--- src/rtl/imm_ext_pipe.sv ---
// Immediate extraction queue.
// Each accepted instruction word is decoded into its immediate class and
// extended immediate at push time. The decoded result and the original word
// are then held in a small circular FIFO until the consumer takes them.
module imm_ext_pipe #(
  parameter int XLEN  = 32,
  parameter int DEPTH = 2
) (
  input  logic                     clk,
  input  logic                     rst,
  input  logic                     flush,
  input  logic                     in_valid,
  output logic                     in_ready,
  input  logic [31:0]              in_inst,
  output logic                     out_valid,
  input  logic                     out_ready,
  output logic [XLEN-1:0]          out_imm,
  output logic [2:0]               out_type,
  output logic                     out_illegal,
  output logic [31:0]              out_inst,
  output logic [$clog2(DEPTH):0]   count
);

  localparam int AW = $clog2(DEPTH);
  localparam int CW = AW + 1;

  localparam logic [2:0] T_NONE = 3'd0;
  localparam logic [2:0] T_I    = 3'd1;
  localparam logic [2:0] T_S    = 3'd2;
  localparam logic [2:0] T_B    = 3'd3;
  localparam logic [2:0] T_U    = 3'd4;
  localparam logic [2:0] T_J    = 3'd5;
  localparam logic [2:0] T_Z    = 3'd6;

  // Every class builds a 32-bit immediate whose bit 31 already carries the
  // class sign bit, so widening to XLEN is a plain signed extension.
  function automatic logic signed [XLEN-1:0] sext32(input logic signed [31:0] v);
    return XLEN'(v);
  endfunction

  logic [4:0]              w_op_p0;
  logic signed [31:0]      w_imm32_p0;
  logic signed [XLEN-1:0]  w_imm_p0;
  logic [2:0]              w_type_p0;
  logic                    w_ill_p0;

  logic                    w_push;
  logic                    w_pop;

  logic [AW-1:0]           r_wptr;
  logic [AW-1:0]           r_rptr;
  logic [CW-1:0]           r_count;

  logic signed [XLEN-1:0]  r_imm_mem  [DEPTH];
  logic [2:0]              r_type_mem [DEPTH];
  logic                    r_ill_mem  [DEPTH];
  logic [31:0]             r_inst_mem [DEPTH];

  assign w_op_p0 = in_inst[6:2];

  // Stage p0: classify the incoming word and assemble its 32-bit immediate.
  always_comb begin
    w_type_p0  = T_NONE;
    w_ill_p0   = 1'b1;
    w_imm32_p0 = '0;
    if (in_inst[1:0] == 2'b11) begin
      case (w_op_p0)
        5'b00100, 5'b00000, 5'b11001: begin
          w_ill_p0   = 1'b0;
          w_type_p0  = T_I;
          w_imm32_p0 = {{20{in_inst[31]}}, in_inst[31:20]};
        end
        5'b00110: begin
          if (XLEN == 64) begin
            w_ill_p0   = 1'b0;
            w_type_p0  = T_I;
            w_imm32_p0 = {{20{in_inst[31]}}, in_inst[31:20]};
          end
        end
        5'b01000: begin
          w_ill_p0   = 1'b0;
          w_type_p0  = T_S;
          w_imm32_p0 = {{20{in_inst[31]}}, in_inst[31:25], in_inst[11:7]};
        end
        5'b11000: begin
          w_ill_p0   = 1'b0;
          w_type_p0  = T_B;
          w_imm32_p0 = {{19{in_inst[31]}}, in_inst[31], in_inst[7],
                        in_inst[30:25], in_inst[11:8], 1'b0};
        end
        5'b00101, 5'b01101: begin
          w_ill_p0   = 1'b0;
          w_type_p0  = T_U;
          w_imm32_p0 = {in_inst[31:12], 12'b0};
        end
        5'b11011: begin
          w_ill_p0   = 1'b0;
          w_type_p0  = T_J;
          w_imm32_p0 = {{11{in_inst[31]}}, in_inst[31], in_inst[19:12],
                        in_inst[20], in_inst[30:21], 1'b0};
        end
        5'b11100: begin
          // SYSTEM: only the register-free CSR forms carry a zimm.
          w_ill_p0 = 1'b0;
          if (in_inst[14]) begin
            w_type_p0  = T_Z;
            w_imm32_p0 = {27'b0, in_inst[19:15]};
          end
        end
        5'b01100, 5'b00011: begin
          w_ill_p0 = 1'b0;
        end
        5'b01110: begin
          if (XLEN == 64) w_ill_p0 = 1'b0;
        end
        default: begin
          w_ill_p0 = 1'b1;
        end
      endcase
    end
  end

  assign w_imm_p0 = sext32(w_imm32_p0);

  // Handshake decisions come from registered occupancy only, so in_ready
  // never depends on out_ready within the same cycle.
  assign in_ready  = (r_count < CW'(DEPTH));
  assign out_valid = (r_count != '0);
  assign count     = r_count;
  assign w_push    = in_valid && in_ready;
  assign w_pop     = out_valid && out_ready;

  // Stage p1 storage: decoded results land in the entry at the write pointer.
  always_ff @(posedge clk) begin
    if (w_push) begin
      r_imm_mem[r_wptr]  <= w_imm_p0;
      r_type_mem[r_wptr] <= w_type_p0;
      r_ill_mem[r_wptr]  <= w_ill_p0;
      r_inst_mem[r_wptr] <= in_inst;
    end
  end

  // Pointer and occupancy control; reset and flush both empty the queue.
  always_ff @(posedge clk) begin
    if (rst || flush) begin
      r_wptr  <= '0;
      r_rptr  <= '0;
      r_count <= '0;
    end else begin
      if (w_push) r_wptr <= r_wptr + AW'(1);
      if (w_pop)  r_rptr <= r_rptr + AW'(1);
      case ({w_push, w_pop})
        2'b10:   r_count <= r_count + CW'(1);
        2'b01:   r_count <= r_count - CW'(1);
        default: r_count <= r_count;
      endcase
    end
  end

  // Head presentation: data reads as zero whenever the queue is empty.
  always_comb begin
    out_imm     = '0;
    out_type    = T_NONE;
    out_illegal = 1'b0;
    out_inst    = '0;
    if (out_valid) begin
      out_imm     = r_imm_mem[r_rptr];
      out_type    = r_type_mem[r_rptr];
      out_illegal = r_ill_mem[r_rptr];
      out_inst    = r_inst_mem[r_rptr];
    end
  end

endmodule
--- config.mk ---
export PLATFORM = sky130hd
export DESIGN_NAME = imm_ext_pipe
export DESIGN_NICKNAME = d
export VERILOG_FILES = /design/src/rtl/imm_ext_pipe.sv
export SDC_FILE = /design/constraint.sdc
export NUM_CORES = 1
export LEC_CHECK = 0
export ABC_CLOCK_PERIOD_IN_PS = 7430
export BUFFER_PORTS_ARGS = -buffer_cell sky130_fd_sc_hd__buf_4
export CORE_MARGIN = 2
export CORE_UTILIZATION = 50
export CTS_BUF_LIST = sky130_fd_sc_hd__clkbuf_8
export CTS_CLUSTER_SIZE = 25
export DETAILED_ROUTE_END_ITERATION = 7
export PLACE_DENSITY = 0.71
export SLEW_MARGIN = 0
export SYNTH_ARGS = -nofsm -noshare
export SYNTH_HDL_FRONTEND = slang
export SYNTH_SLANG_ARGS = --single-unit
--- constraint.sdc ---
create_clock -name clk -period 7.43 [get_ports clk]
set_input_delay 1.486 -clock clk [delete_from_list [all_inputs] [get_ports clk]]
set_output_delay 1.486 -clock clk [all_outputs]
set_load 0.02 [all_outputs]
==> metrics.cfg <==
[floorplanning]
ioPinCount=109
core_sq_mm=0.0120
dieArea_sq_mm=0.0131
num_rows=40
die-height_um=115
start_util_pct=51.1
die_width_um=115

[clocking]
cts_buffers=17
insertion_delay_ps=430
cts_hold_buf=0
path_clk_slew_ps=80
cts_resized=0
postCtsSetupBuffers=0
cts_tree=built
numClockSinks=141
clock-root-buffer=clkbuf_8
ctsLongestPathBuffers=2
h-tree-depth=4

[cells_and_area]
final_cell_area_sq_mm=0.00734
drive_gt1_share_pct=28.5
fill_cells=985
nNetsFinal=580
layout.cells.non_filler=702
postLayoutCoreUtil_pct=61.4
area_delta_synth_final_pct=20.1
antennaDiodeCount=0

[yosys]
synthCells=436
synth_area_leaders=edfxtp_1, mux2i_1, nor2_1, dfxtp_1, a21oi_2
synth_top_area_share_pct=66.8
ys.flop_type=edfxtp_1
synth_common_cells=edfxtp_1, nor2_1, mux2i_1
synth_cell_types=43
seq_area_frac_synth_pct=68.5
synthArstFlopShare_pct=0
synth_area_leader_cell=edfxtp_1
syn-num-nets=474
synth_edf_count=136
yosys_warnings=0
avgSynthCellArea_sq_um=14.0
ys_seq_elements=141
synth_most_common_cell=edfxtp_1
syn-cell-area_sq_mm=0.00611

[grt]
grt_usage_pct=20.1
first_global_vias=3793
grt_pass1_wl_um=19700
grt_max_degree=69
overflow=0
antenna_found_initial=0

[worst_setup_path]
ff2ff_path_depth=9
crit_type=reg -> out
r2r-start=count[1]$_SDFFE_PP0P_
cp.required_ps=5940
cpMostUsedCell=buf_4
crit_fanout=41
crit_slowest_cell=dfxtp_4
endpoint_kind=output port
r2r_slack_ps=4880
worstReg2RegEnd=count[1]$_SDFFE_PP0P_
max_stage_delay_ps=670
start_kind=flip-flop
worstPathArrival_ps=2400
crit_path_cell_trace=buf_4 > mux2i_1 > nor2_1 > buf_4

[timing]
fin_skew_ps=9.13
postLayoutSetupSlackWorst_ps=3550
period_share_pct=52.3
drv_slew=0
tightest_slew_ps=933
rsz0062_at_grt=false
fin_tns_setup_ps=0
setup_violations=0
fmax_mhz=258
hold_viol_final=0
finalCriticalPeriod_ps=3880
slew_headroom_pct=37.8

[drt]
ant_nets=0
vias_per_cell=5.50
wl_per_cell_um=18.0
first_pass_iters=5
drt_iter0_drc=315
vias=3861
wl_um=12600
drc=0

[placed_design]
place_ws_ps=4020
place_area_sq_mm=0.00699
numPortBuffers=108
place_congestion=0.759
placedCellCount=670
hpwlAfterDp_um=8000

[worst_hold_path]
min_path_cells=2
min_path_type=reg -> reg
min-delay-start=r_rptr$_SDFFE_PP0P_

[job]
maxCapViolCount=0

[run_status]
outcome=finished clean

[power]
p_leak_nw=2.69
power.density_mw_per_mm2=225
vdd_ir_drop_max_uv=116

[sequential cells by signal, indices dropped and copies added, names as in the netlist, named ones only]
signal      flops
r_ill_mem       2
r_inst_mem     64
r_imm_mem      64
r_rptr          1
count           2
r_type_mem      6
r_wptr          1
[critical path, delay by kind of cell, from the launching register on]
kind	cells	cell delay [ps]
buffers and inverters	2	860
muxes	1	300
and+or+nand+nor	1	70
DFF	1	670
[how the worst max path moves through the flow]
stage / startpoint / to / slack (ps) / depth (start not counted)
3_5_place_dp: flip-flop / out_imm[22] / 4020 / 4
2_1_floorplan: in_valid / r_ill_mem[0]$_DFFE_PP_ / 2500 / 2
6_report: flip-flop / out_imm[20] / 3550 / 4
4_1_cts: flip-flop / out_imm[22] / 3530 / 4
3_3_place_gp: flip-flop / out_type[0] / 4020 / 4
5_1_grt: flip-flop / out_imm[20] / 3430 / 4
[cells in the final DEF (no fill, tap or decap), drive strengths merged]
master   netlist  layout
nand3          3       3
a2bb2oi        1       1
bufinv         0       2
a21o           1       1
a22oi          1       1
xnor2          3       3
nand2b         3       3
ha             1       1
o211ai         1       1
o2111ai        1       1
and3          10      10
clkinv         0       9
nand2         17      17
o22ai          1       1
dfxtp          5       5
a31oi          8       8
inv            4       8
mux2i         68      68
mux2           1       1
nor3b          2       2
clkbuf         6      17
and2           4       4
a21boi         1       1
nand4b         1       1
and2b          3       3
buf           20     113
nor3           9       9
edfxtp       136     136
nor2          90      90
a222oi         4       4
a211oi         1       1
a21oi         17      17
nor2b          4       4
o21ai          6       6
and4b          1       1
xor2           2       2
[cell type report]
cell class	instances	area (sq um)	area share [%]
Tap cell	147	184	2.51
Clock buffer	17	234	3.19
Timing Repair Buffer	113	848	11.6
Inverter	4	15.0	0.204
Clock inverter	15	115	1.57
Multi-Input combinational cell	265	1760	23.9
Sequential cell	141	4190	57.0
[cell families after synthesis]
| family | after synthesis | synth area share (%) |
|---|---|---|
| AOI/OAI and AO/OA | 43 | 5.04 |
| xor gates and xnor gates | 5 | 0.717 |
| muxes | 69 | 11.4 |
| and+or+nand+nor | 147 | 11.2 |
| adders and majority gates | 1 | 0.205 |
| DFF | 141 | 68.5 |
| buffers and inverters | 30 | 3.05 |
[through the flow]
step	power [mW]	hold WS (ps)
6_report	1.65	559
3_3_place_gp	1.12	529
5_1_grt	1.72	607
2_1_floorplan	1.04	518
4_1_cts	1.67	566
3_5_place_dp	1.12	544
[report_power, final]
group	leakage [nW]	internal [mW]	switching [mW]
Sequential	1.39	0.905	0.0108
Clock	0.198	0.285	0.266
Combinational	1.09	0.0698	0.116
[routing by layer]
layer / up-vias / share of wire [%] / track usage (%)
met5: - / 0 / 0
met4: 0 / 1.6 / 7.72
met3: 15 / 5.7 / 4.66
met2: 135 / 50 / 33.1
met1: 1892 / 43 / 25.9
li1: 1819 / - / -
Power figures use the tool's default switching activity.
